**src/rtl/arcade_input_ctrl_if.sv**
```systemverilog
// Control-side bus of the arcade input stage: PS/2 events, both joysticks,
// orientation select, and the core's active-low input registers.
interface arcade_input_ctrl_if;
  logic [10:0] ps2_key;
  logic [15:0] joystick_0;
  logic [15:0] joystick_1;
  logic        rotate;
  logic [7:0]  in0_reg;
  logic [7:0]  in1_reg;
  logic        key_event;

  modport master (
    output ps2_key, joystick_0, joystick_1, rotate,
    input  in0_reg, in1_reg, key_event
  );

  modport slave (
    input  ps2_key, joystick_0, joystick_1, rotate,
    output in0_reg, in1_reg, key_event
  );
endinterface

```
**src/rtl/arcade_input_ctrl.sv**
```systemverilog
// Input conditioning for the pacman-family core: PS/2 key latches merged with
// both joysticks, optional orientation remap, and one-shot coin pulse shaping.
module arcade_input_ctrl #(
  parameter int unsigned COIN_TICKS = 400000,
  parameter int unsigned GAP_TICKS  = 400000
) (
  input logic           clk_sys,
  input logic           reset_n,
  arcade_input_ctrl_if.slave bus
);

  typedef struct packed {
    logic up;
    logic down;
    logic left;
    logic right;
    logic start1;
    logic start2;
    logic coin;
  } keys_t;

  typedef enum logic [1:0] {C_IDLE, C_PULSE, C_GAP, C_RELEASE} coin_st_t;

  localparam logic [19:0] COIN_LD = 20'(COIN_TICKS - 1);
  localparam logic [19:0] GAP_LD  = 20'(GAP_TICKS - 1);

  keys_t      key_q;
  logic       tog_q, primed, ps2_ev, key_event_q;
  logic [7:0] in0_q, in1_q;
  coin_st_t   coin_st;
  logic [19:0] cnt;
  logic       coin_out;

  // primed masks the first cycle so a toggle bit already high at reset
  // release is not mistaken for an event
  assign ps2_ev = primed & (bus.ps2_key[10] ^ tog_q);

  always_ff @(posedge clk_sys or negedge reset_n) begin
    if (!reset_n) begin
      tog_q       <= 1'b0;
      primed      <= 1'b0;
      key_event_q <= 1'b0;
      key_q       <= '0;
    end else begin
      tog_q       <= bus.ps2_key[10];
      primed      <= 1'b1;
      key_event_q <= ps2_ev;
      if (ps2_ev) begin
        // arrows match with or without the E0 prefix; others need it clear
        case (bus.ps2_key[7:0])
          8'h75: key_q.up    <= bus.ps2_key[9];
          8'h72: key_q.down  <= bus.ps2_key[9];
          8'h6B: key_q.left  <= bus.ps2_key[9];
          8'h74: key_q.right <= bus.ps2_key[9];
          8'h14, 8'h05: if (!bus.ps2_key[8]) key_q.start1 <= bus.ps2_key[9];
          8'h29, 8'h06: if (!bus.ps2_key[8]) key_q.start2 <= bus.ps2_key[9];
          8'h04: if (!bus.ps2_key[8]) key_q.coin <= bus.ps2_key[9];
          default: ;
        endcase
      end
    end
  end

  logic [15:0] j;
  logic r_u, r_d, r_l, r_r, s1, s2, raw_coin;
  logic up, down, left, right;
  logic unused_joy;

  assign j          = bus.joystick_0 | bus.joystick_1;
  assign unused_joy = &{1'b0, j[15:7]};
  assign r_u        = key_q.up     | j[3];
  assign r_d        = key_q.down   | j[2];
  assign r_l        = key_q.left   | j[1];
  assign r_r        = key_q.right  | j[0];
  assign s1         = key_q.start1 | j[4];
  assign s2         = key_q.start2 | j[5];
  assign raw_coin   = key_q.coin   | j[6];

  // horizontal cabinet: stick is turned a quarter, so each direction shifts
  assign up    = bus.rotate ? r_l : r_u;
  assign down  = bus.rotate ? r_r : r_d;
  assign left  = bus.rotate ? r_d : r_l;
  assign right = bus.rotate ? r_u : r_r;

  always_ff @(posedge clk_sys or negedge reset_n) begin
    if (!reset_n) begin
      coin_st  <= C_IDLE;
      cnt      <= '0;
      coin_out <= 1'b0;
    end else begin
      case (coin_st)
        C_IDLE: if (raw_coin) begin
          coin_st  <= C_PULSE;
          cnt      <= COIN_LD;
          coin_out <= 1'b1;
        end
        C_PULSE: if (cnt == '0) begin
          coin_st  <= C_GAP;
          cnt      <= GAP_LD;
          coin_out <= 1'b0;
        end else begin
          cnt <= cnt - 20'd1;
        end
        C_GAP: if (cnt == '0) coin_st <= C_RELEASE;
               else           cnt     <= cnt - 20'd1;
        // a held coin parks here until let go, so it counts once
        C_RELEASE: if (!raw_coin) coin_st <= C_IDLE;
        default: begin
          coin_st  <= C_IDLE;
          coin_out <= 1'b0;
        end
      endcase
    end
  end

  always_ff @(posedge clk_sys or negedge reset_n) begin
    if (!reset_n) begin
      in0_q <= 8'hFF;
      in1_q <= 8'hFF;
    end else begin
      in0_q <= ~{2'b00, coin_out, 1'b0, down, right, left, up};
      in1_q <= ~{1'b0, s2, s1, 5'b00000};
    end
  end

  assign bus.in0_reg   = in0_q;
  assign bus.in1_reg   = in1_q;
  assign bus.key_event = key_event_q;

endmodule

```
**src/flat_wrapper.sv**
```systemverilog
// flat-port wrapper written by rule: the top's interface ports become plain ports
module arcade_input_ctrl_flat 
#(
  parameter int unsigned COIN_TICKS = 400000,
  parameter int unsigned GAP_TICKS  = 400000
)
  (clk_sys, reset_n, bus_ps2_key, bus_joystick_0, bus_joystick_1, bus_rotate, bus_in0_reg, bus_in1_reg, bus_key_event);
  arcade_input_ctrl_if bus_i ();
  input logic clk_sys;
  input logic reset_n;
  input wire logic [$bits(bus_i.ps2_key)-1:0] bus_ps2_key;
  input wire logic [$bits(bus_i.joystick_0)-1:0] bus_joystick_0;
  input wire logic [$bits(bus_i.joystick_1)-1:0] bus_joystick_1;
  input wire logic [$bits(bus_i.rotate)-1:0] bus_rotate;
  output wire logic [$bits(bus_i.in0_reg)-1:0] bus_in0_reg;
  output wire logic [$bits(bus_i.in1_reg)-1:0] bus_in1_reg;
  output wire logic [$bits(bus_i.key_event)-1:0] bus_key_event;
  assign bus_i.ps2_key = bus_ps2_key;
  assign bus_i.joystick_0 = bus_joystick_0;
  assign bus_i.joystick_1 = bus_joystick_1;
  assign bus_i.rotate = bus_rotate;
  assign bus_in0_reg = bus_i.in0_reg;
  assign bus_in1_reg = bus_i.in1_reg;
  assign bus_key_event = bus_i.key_event;
  arcade_input_ctrl #(.COIN_TICKS(COIN_TICKS), .GAP_TICKS(GAP_TICKS)) u_core (.clk_sys(clk_sys), .reset_n(reset_n), .bus(bus_i));
endmodule
```
**config.mk**
```make
export PLATFORM = sky130hd
export DESIGN_NAME = arcade_input_ctrl_flat
export DESIGN_NICKNAME = d
export VERILOG_FILES = /design/src/rtl/arcade_input_ctrl_if.sv /design/src/rtl/arcade_input_ctrl.sv /design/src/flat_wrapper.sv
export SDC_FILE = /design/constraint.sdc
export NUM_CORES = 1
export LEC_CHECK = 0
export BUFFER_PORTS_ARGS = -buffer_cell sky130_fd_sc_hd__buf_4
export CAP_MARGIN = 20
export CORE_UTILIZATION = 51
export DETAILED_ROUTE_END_ITERATION = 7
export GPL_ROUTABILITY_DRIVEN = 1
export HOLD_SLACK_MARGIN = 0.03
export PLACE_DENSITY = 0.82
export SLEW_MARGIN = 15
export SYNTH_ARGS = -nofsm -noshare
export SYNTH_HDL_FRONTEND = slang
export SYNTH_SLANG_ARGS = --single-unit
```
**constraint.sdc**
```tcl
create_clock -name clk_sys -period 3 [get_ports clk_sys]
set_input_delay 0.45 -clock clk_sys [delete_from_list [all_inputs] [get_ports clk_sys]]
set_output_delay 0.45 -clock clk_sys [all_outputs]
set_load 0.05 [all_outputs]
```
==> metrics.yaml, run 1 <==
grt:
  grt.overflow.total: 0
  antenna_found_initial: 0
  grt_max_degree: 41
  grt_usage_pct: 21.44
  grt_pass1_wl_um: 7389
  grt_pass1_vias: 1712
critical_path:
  cp-start-kind: "register"
  worst-setup-path-type: "reg2reg"
  slowest_stage: "or4_1"
  worstPathMaxFanout: 10
  cp_slowest_stage_delay_ns: 0.66
  path_buf_inv: 0
  crit_family: "simple AND/OR/NAND/NOR gates"
  crit_arrival_ns: 2.83
  crit_chain: "or4_1 > nor3_1 > a31oi_1 > o2bb2ai_1 > nor2_1"
  worstSetupEndpointType: "register"
  crit_required_ns: 3.16
finish:
  drive_above_1_share_pct: 26.79
  design_area_um2: 2584
  diodes: 0
  layout.nets: 315
  largest_reg_flops: 20
  final.fill_count: 358
  areaGrowthSynthToFinish_pct: 15.30
logic_synthesis:
  yosysSeqAreaShare_pct: 45.06
  synth_edf_count: 0
  yosysWarningCount: 0
  synth_seq_cells: 40
  ys_types: 41
  syn_inst: 228
  synth_area_per_cell_um2: 9.829
  syn_area_um2: 2241
  async_reset_ff_share_pct: 100.0
  yosys_most_used_dff: "dfrtp_1"
placement:
  portBuffers: 35
  place.gp.congestion: 0.8537
  dp_hpwl_um: 3228
  placed_area_um2: 2499
sta:
  worst_pin_slew_ns: 0.7477
  slew_headroom_pct: 49.97
  max_freq_mhz: 374.6
  slew_violations: 0
  setup_viol: 0
  hold_viol_final: 0
  min_period_ns: 2.669
  finClkSkew_ns: 0.009356
  fin_tns_setup_ns: 0
  grt_setup_unrepaired: "false"
  period_share_pct: 88.98
worst_hold_path:
  hold_path_class: "in2async"
clock_network:
  clk_latency_ns: 0.30
  cts_hold_buf: 0
  postCtsSetupBuffers: 0
  cts_tree: "yes"
  cts_htree_levels: 2
  cts_made_buffers: 5
  cts_resized: 0
  clk_pin_slew_ns: 0.08
  cts.root.buffer_cell: "clkbuf_8"
  cts_buffer_depth: 2
  cts_sinks: 40
route:
  drc: 0
  wire_per_inst_um: 13.99
  vias: 1817
  detail_route.iter0.violations: 60
  viasPerCell: 5.768
  dr.pass1.iters: 4
  wl_um: 4406
  drtAntennaViolNets: 0
power_and_ir_drop:
  ir_worst_vdd_v: 0.0003923
  total_power_mw: 2.169
  power_leakage_nw: 1.118
  pwr_density_cell_nw_per_um2: 839.6
floorplanning:
  rows: 23
  initial_utilization_pct: 54.45
  die-area_um2: 4663
  die_y_um: 68.29
  die_width_um: 68.29
  core_um2: 4115
  io_pins: 63
job:
  drv_cap: 0
status:
  outcome: "finished, final reports clean"
## area by class of cell
type	count	area (µm²)	area share (%)
clock buffers	6	72.57	2.809
multi-input cells	173	1122	43.44
repair buffers	37	277.8	10.75
inverters	7	26.28	1.017
flip-flops and latches	40	1010	39.08
clock inverters	2	12.51	0.4843
well taps	50	62.56	2.421
## cell usage in the layout, fill, tap and decap left out, types with 3 or more instances in the layout
cell / instances
a21oi_1: 18
a31oi_1: 3
and2_1: 3
buf_4: 37
clkbuf_8: 5
conb_1: 10
dfrtp_1: 33
dfstp_2: 7
ha_1: 5
inv_1: 7
mux2_2: 12
nand2_1: 6
nand3_1: 3
nand4_1: 5
nor2_1: 18
nor3_1: 21
nor4_1: 6
o21a_1: 7
o21ai_0: 6
o22a_1: 9
or2_2: 3
or3_1: 9
or3b_2: 3
or4_1: 4
xor2_1: 4
## worst register-to-register path, delay by kind of cell (launching register included)
kind,cells,cell delay [ns]
AOI/OAI and AO/OA,2,0.80
DFF,1,0.44
and+or+nand+nor,3,1.29
## where the power goes
group	switching (mW)	leakage (nW)	internal (mW)	total, mW
Combinational	0.594	0.595	0.456	1.05
Sequential	0.104	0.482	0.660	0.764
Clock	0.192	0.0412	0.163	0.355
## per-layer routing
| metal | routed length [µm] | GRT usage [%] | vias to the layer above |
|---|---|---|---|
| met1 | 1977 | 24.66 | 864 |
| met4 | 64 | 7.552 | 0 |
| met3 | 259 | 7.333 | 9 |
| met2 | 2104 | 36.64 | 50 |
| li1 | - | - | 894 |
| met5 | 0 | 0 | - |
## through the flow
step	cells	setup slack [ns]	hold WS, ns	util, %
after floorplan	237	0.6454	0.1544	-
after CTS	315	0.3349	0.1293	62.79
after global routing	315	0.1126	0.1547	62.79
final	315	0.3307	0.1131	62.79
after global placement	307	0.4213	0.3870	60.72
after detailed placement	307	0.3599	0.3883	60.72
## cells by family (layout without fill, tap and decap cells)
kind of cell / after synthesis / count (layout) / synth area share [%]
fa+ha+maj: 5 / 5 / 2.792
buf+inv: 24 / 52 / 6.365
simple gates: 88 / 88 / 21.83
mux: 12 / 12 / 6.030
flops: 40 / 40 / 45.06
other cells: 1 / 10 / 0.1673
compound gates: 52 / 52 / 15.41
xor+xnor: 6 / 6 / 2.345
## cells in the mapped netlist (3+ instances only)
| cell | n | area, µm² |
|---|---|---|
| dfrtp_1 | 33 | 825.8 |
| nor3_1 | 21 | 105.1 |
| a21oi_1 | 18 | 90.09 |
| nor2_1 | 18 | 67.56 |
| mux2_2 | 12 | 135.1 |
| buf_4 | 9 | 67.56 |
| o22a_1 | 9 | 78.83 |
| or3_1 | 9 | 56.30 |
| dfstp_2 | 7 | 183.9 |
| inv_1 | 7 | 26.28 |
| o21a_1 | 7 | 52.55 |
| nand2_1 | 6 | 22.52 |
| nor4_1 | 6 | 37.54 |
| o21ai_0 | 6 | 30.03 |
| ha_1 | 5 | 62.56 |
| nand4_1 | 5 | 31.28 |
| or4_1 | 4 | 30.03 |
| xor2_1 | 4 | 35.03 |
| a31oi_1 | 3 | 18.77 |
| and2_1 | 3 | 18.77 |
| buf_2 | 3 | 15.01 |
| clkbuf_1 | 3 | 11.26 |
| nand3_1 | 3 | 15.01 |
| or2_2 | 3 | 18.77 |
| or3b_2 | 3 | 26.28 |
## worst paths after layout
kind | endpoint | slack (ns) | cells after the start | start
setup / recovery | u_core.cnt[14]$_DFFE_PN0P_ | 0.33 | 5 | u_core.cnt[6]$_DFFE_PN0P_
hold / removal | u_core.coin_st[0]$_DFFE_PN0P_ | 0.11 | 1 | reset_n
setup reg to reg | u_core.cnt[14]$_DFFE_PN0P_ | 0.33 | 5 | u_core.cnt[6]$_DFFE_PN0P_
hold reg to reg | u_core.bus.in1_reg[6]$_DFF_PN1_ | 0.39 | 1 | u_core.key_q[1]$_DFFE_PN0P_
max in group asynchronous | u_core.bus.in1_reg[5]$_DFF_PN1_ | 2.51 | 1 | reset_n
min in group clk_sys | u_core.bus.in1_reg[6]$_DFF_PN1_ | 0.25 | 2 | bus_joystick_0[5]
(Power assumes the default switching activity.)
==> run 2, diff against run 1 <==
--- a/config.mk
+++ b/config.mk
@@ -7,11 +7,13 @@
 export LEC_CHECK = 0
 export BUFFER_PORTS_ARGS = -buffer_cell sky130_fd_sc_hd__buf_4
 export CAP_MARGIN = 20
-export CORE_UTILIZATION = 51
+export CELL_PAD_IN_SITES_DETAIL_PLACEMENT = 1
+export CELL_PAD_IN_SITES_GLOBAL_PLACEMENT = 2
+export CORE_UTILIZATION = 31
 export DETAILED_ROUTE_END_ITERATION = 7
 export GPL_ROUTABILITY_DRIVEN = 1
 export HOLD_SLACK_MARGIN = 0.03
-export PLACE_DENSITY = 0.82
+export PLACE_DENSITY = 0.83
 export SLEW_MARGIN = 15
 export SYNTH_ARGS = -nofsm -noshare
 export SYNTH_HDL_FRONTEND = slang
==> run 2 against run 1 <==
Non-clock buffer count grew 1. Sequential cell count unchanged. Core utilization down 24 points. Hold slack improved by 0.018 ns. Clock skew is 0.0058 ns lower. Count of clock-buffer cells in the layout unchanged. Maximum frequency down 1.4%. Global-route usage decreased by 6.4 points.
==> metrics.yaml, run 2 (synthesized netlist as in run 1, its figures left out) <==
sta:
  period_share_pct: 90.28  # was 88.98%
  fin_tns_setup_ns: 0  # unchanged
  min_period_ns: 2.708  # was 2.669 ns
  grt_setup_unrepaired: "false"  # unchanged
  hold_viol_final: 0  # unchanged
  slew_headroom_pct: 43.30  # was 49.97%
  max_freq_mhz: 369.2  # was 374.6 MHz
  finClkSkew_ns: 0.003544  # was 0.009356 ns
  slew_violations: 0  # unchanged
  whs_ns: 0.1316  # was 0.1131 ns
  setup_viol: 0  # unchanged
  setup_slack_ns: 0.2916  # was 0.3307 ns
  worst_pin_slew_ns: 0.8473  # was 0.7477 ns
critical_path:
  cp_slowest_stage_delay_ns: 0.47  # was 0.66 ns
  worstPathMaxFanout: 4  # was 10
  crit_required_ns: 3.17  # was 3.16 ns
  startpoint: "u_core.cnt[0]$_DFFE_PN0P_"  # was u_core.cnt[6]$_DFFE_PN0P_
  cp-start-kind: "register"  # unchanged
  critical_path.reg2reg.startpoint: "u_core.cnt[0]$_DFFE_PN0P_"  # was u_core.cnt[6]$_DFFE_PN0P_
  worstSetupEndpointType: "register"  # unchanged
  crit_chain: "inv_1 > ha_1 > or3b_2 > nor3_1 > nand3_1 > a211oi_1 > mux2_2"  # was or4_1 > nor3_1 > a31oi_1 > o2bb2ai_1 > nor2_1
  slowest_stage: "or3b_2"  # was or4_1
  path_buf_inv: 1  # was 0
  crit_arrival_ns: 2.88  # was 2.83 ns
  worst-setup-path-type: "reg2reg"  # unchanged
  crit_family: "simple AND/OR/NAND/NOR gates"  # unchanged
route:
  wl_met1_um: 2338  # was 1977 µm
  dr.pass1.iters: 5  # was 4
  wl_met3_um: 111  # was 259 µm
  drtAntennaViolNets: 0  # unchanged
  viasPerCell: 5.080  # was 5.768
  detail_route.iter0.violations: 69  # was 60
  routed.top_layer: "met4"  # unchanged
  met2_length_um: 2543  # was 2104 µm
  vias: 1839  # was 1817
  wire_per_inst_um: 13.90  # was 13.99 µm
  drc: 0  # unchanged
  wl_um: 5032  # was 4406 µm
placement:
  dp_hpwl_um: 3859  # was 3228 µm
  pre_cts_slack_ns: 0.3413  # was 0.3599 ns
  portBuffers: 35  # unchanged
  placed_area_um2: 2564  # was 2499 µm²
  place.gp.congestion: 0.7554  # was 0.8537
finish:
  largest_reg_flops: 20  # unchanged
  design_area_um2: 2649  # was 2584 µm²
  final_common_cell: "buf_4"  # unchanged
  diodes: 0  # unchanged
  final.fill_count: 843  # was 358
  drive_above_1_share_pct: 27.07  # was 26.79%
  areaGrowthSynthToFinish_pct: 18.20  # was 15.30%
  mostFrequentLayoutCells: "buf_4 (38), dfrtp_1 (33), nor3_1 (21)"  # was buf_4 (37), dfrtp_1 (33), nor3_1 (21)
  layout.nets: 316  # was 315
floorplanning:
  core_um2: 6907  # was 4115 µm²
  die-area_um2: 7572  # was 4663 µm²
  die_y_um: 87.02  # was 68.29 µm
  rows: 30  # was 23
  io_pins: 63  # unchanged
  die_width_um: 87.02  # was 68.29 µm
  initial_utilization_pct: 32.45  # was 54.45%
clock_network:
  cts_made_buffers: 5  # unchanged
  cts_hold_buf: 0  # unchanged
  cts.root.buffer_cell: "clkbuf_8"  # unchanged
  cts_htree_levels: 2  # unchanged
  postCtsSetupBuffers: 0  # unchanged
  cts_buffer_depth: 2  # unchanged
  clk_pin_slew_ns: 0.08  # about the same
  cts_sinks: 40  # unchanged
  clk_latency_ns: 0.28  # was 0.30 ns
  cts_resized: 0  # unchanged
  cts_tree: "yes"  # unchanged
grt:
  grt_max_degree: 41  # unchanged
  grt_pass1_wl_um: 9039  # was 7389 µm
  antenna_found_initial: 0  # unchanged
  grt_usage_pct: 15.05  # was 21.44%
  grt_pass1_vias: 1901  # was 1712
  grt.overflow.total: 0  # unchanged
status:
  outcome: "finished, final reports clean"  # unchanged
power_and_ir_drop:
  ir_worst_vdd_v: 0.0002947  # was 0.0003923 V
  pwr_density_cell_nw_per_um2: 822.9  # was 839.6 nW/µm²
  power_leakage_nw: 1.122  # was 1.118 nW
worst_hold_path:
  hold_path_class: "in2async"  # unchanged
job:
  drv_cap: 0  # unchanged
==> run 2: changes by cell type in the layout (fill, tap and decap cells not counted) <==
cell / before / now
buf_4: 37 / 38
==> run 2: path summary, 6_finish.rpt <==
| check | depth (start not counted) | slack (ns) | endpoint |
|---|---|---|---|
| worst max-delay path | 7 | 0.29 | u_core.coin_st[1]$_DFFE_PN0P_ |
| worst min-delay path | 1 | 0.13 | u_core.cnt[13]$_DFFE_PN0P_ |
| worst max register to register | 7 | 0.29 | u_core.coin_st[1]$_DFFE_PN0P_ |
| worst min register to register | 1 | 0.38 | u_core.bus.in1_reg[5]$_DFF_PN1_ |
| max in group asynchronous | 1 | 2.49 | u_core.bus.in0_reg[1]$_DFF_PN1_ |
| min in group clk_sys | 2 | 0.28 | u_core.bus.in1_reg[5]$_DFF_PN1_ |
==> run 2: worst reg2reg max path: stages, from the launching register on <==
cell      delay, ns
dfrtp_1        0.40
inv_1          0.11
ha_1           0.22
or3b_2         0.47
nor3_1         0.46
nand3_1        0.18
a211oi_1       0.39
mux2_2         0.38
==> run 2: routing by layer <==
layer / vias to the layer above / GRT usage (%)
met3: 2 / 1.706
li1: 894 / -
met4: 0 / 3.182
met1: 915 / 19.48
met5: - / 0
met2: 28 / 26.91
==> run 2: area by class of cell <==
class	instances	area [µm²]	share of cell area, %
multi-input cells	173	1122	42.37
flip-flops and latches	40	1010	38.12
repair buffers	38	285.3	10.77
well taps	96	120.1	4.535
clock buffers	6	72.57	2.740
inverters	7	26.28	0.9920
clock inverters	2	12.51	0.4724
==> run 2: where the power goes <==
part	internal (mW)	leakage (nW)	switching (mW)	total [mW]
clock	0.163	0.0412	0.184	0.347
sequential	0.660	0.482	0.111	0.771
combinational	0.462	0.599	0.600	1.06
total	1.28	1.12	0.895	2.18
==> run 2: per-stage QoR <==
stage          cells  utilization, %  power, mW
3_5_place_dp     354           37.12      1.864
4_1_cts          362           38.35      2.219
6_report         362           38.35      2.180
5_1_grt          362           38.35      2.379
2_1_floorplan    237               -      1.620
3_3_place_gp     354           37.12      1.815
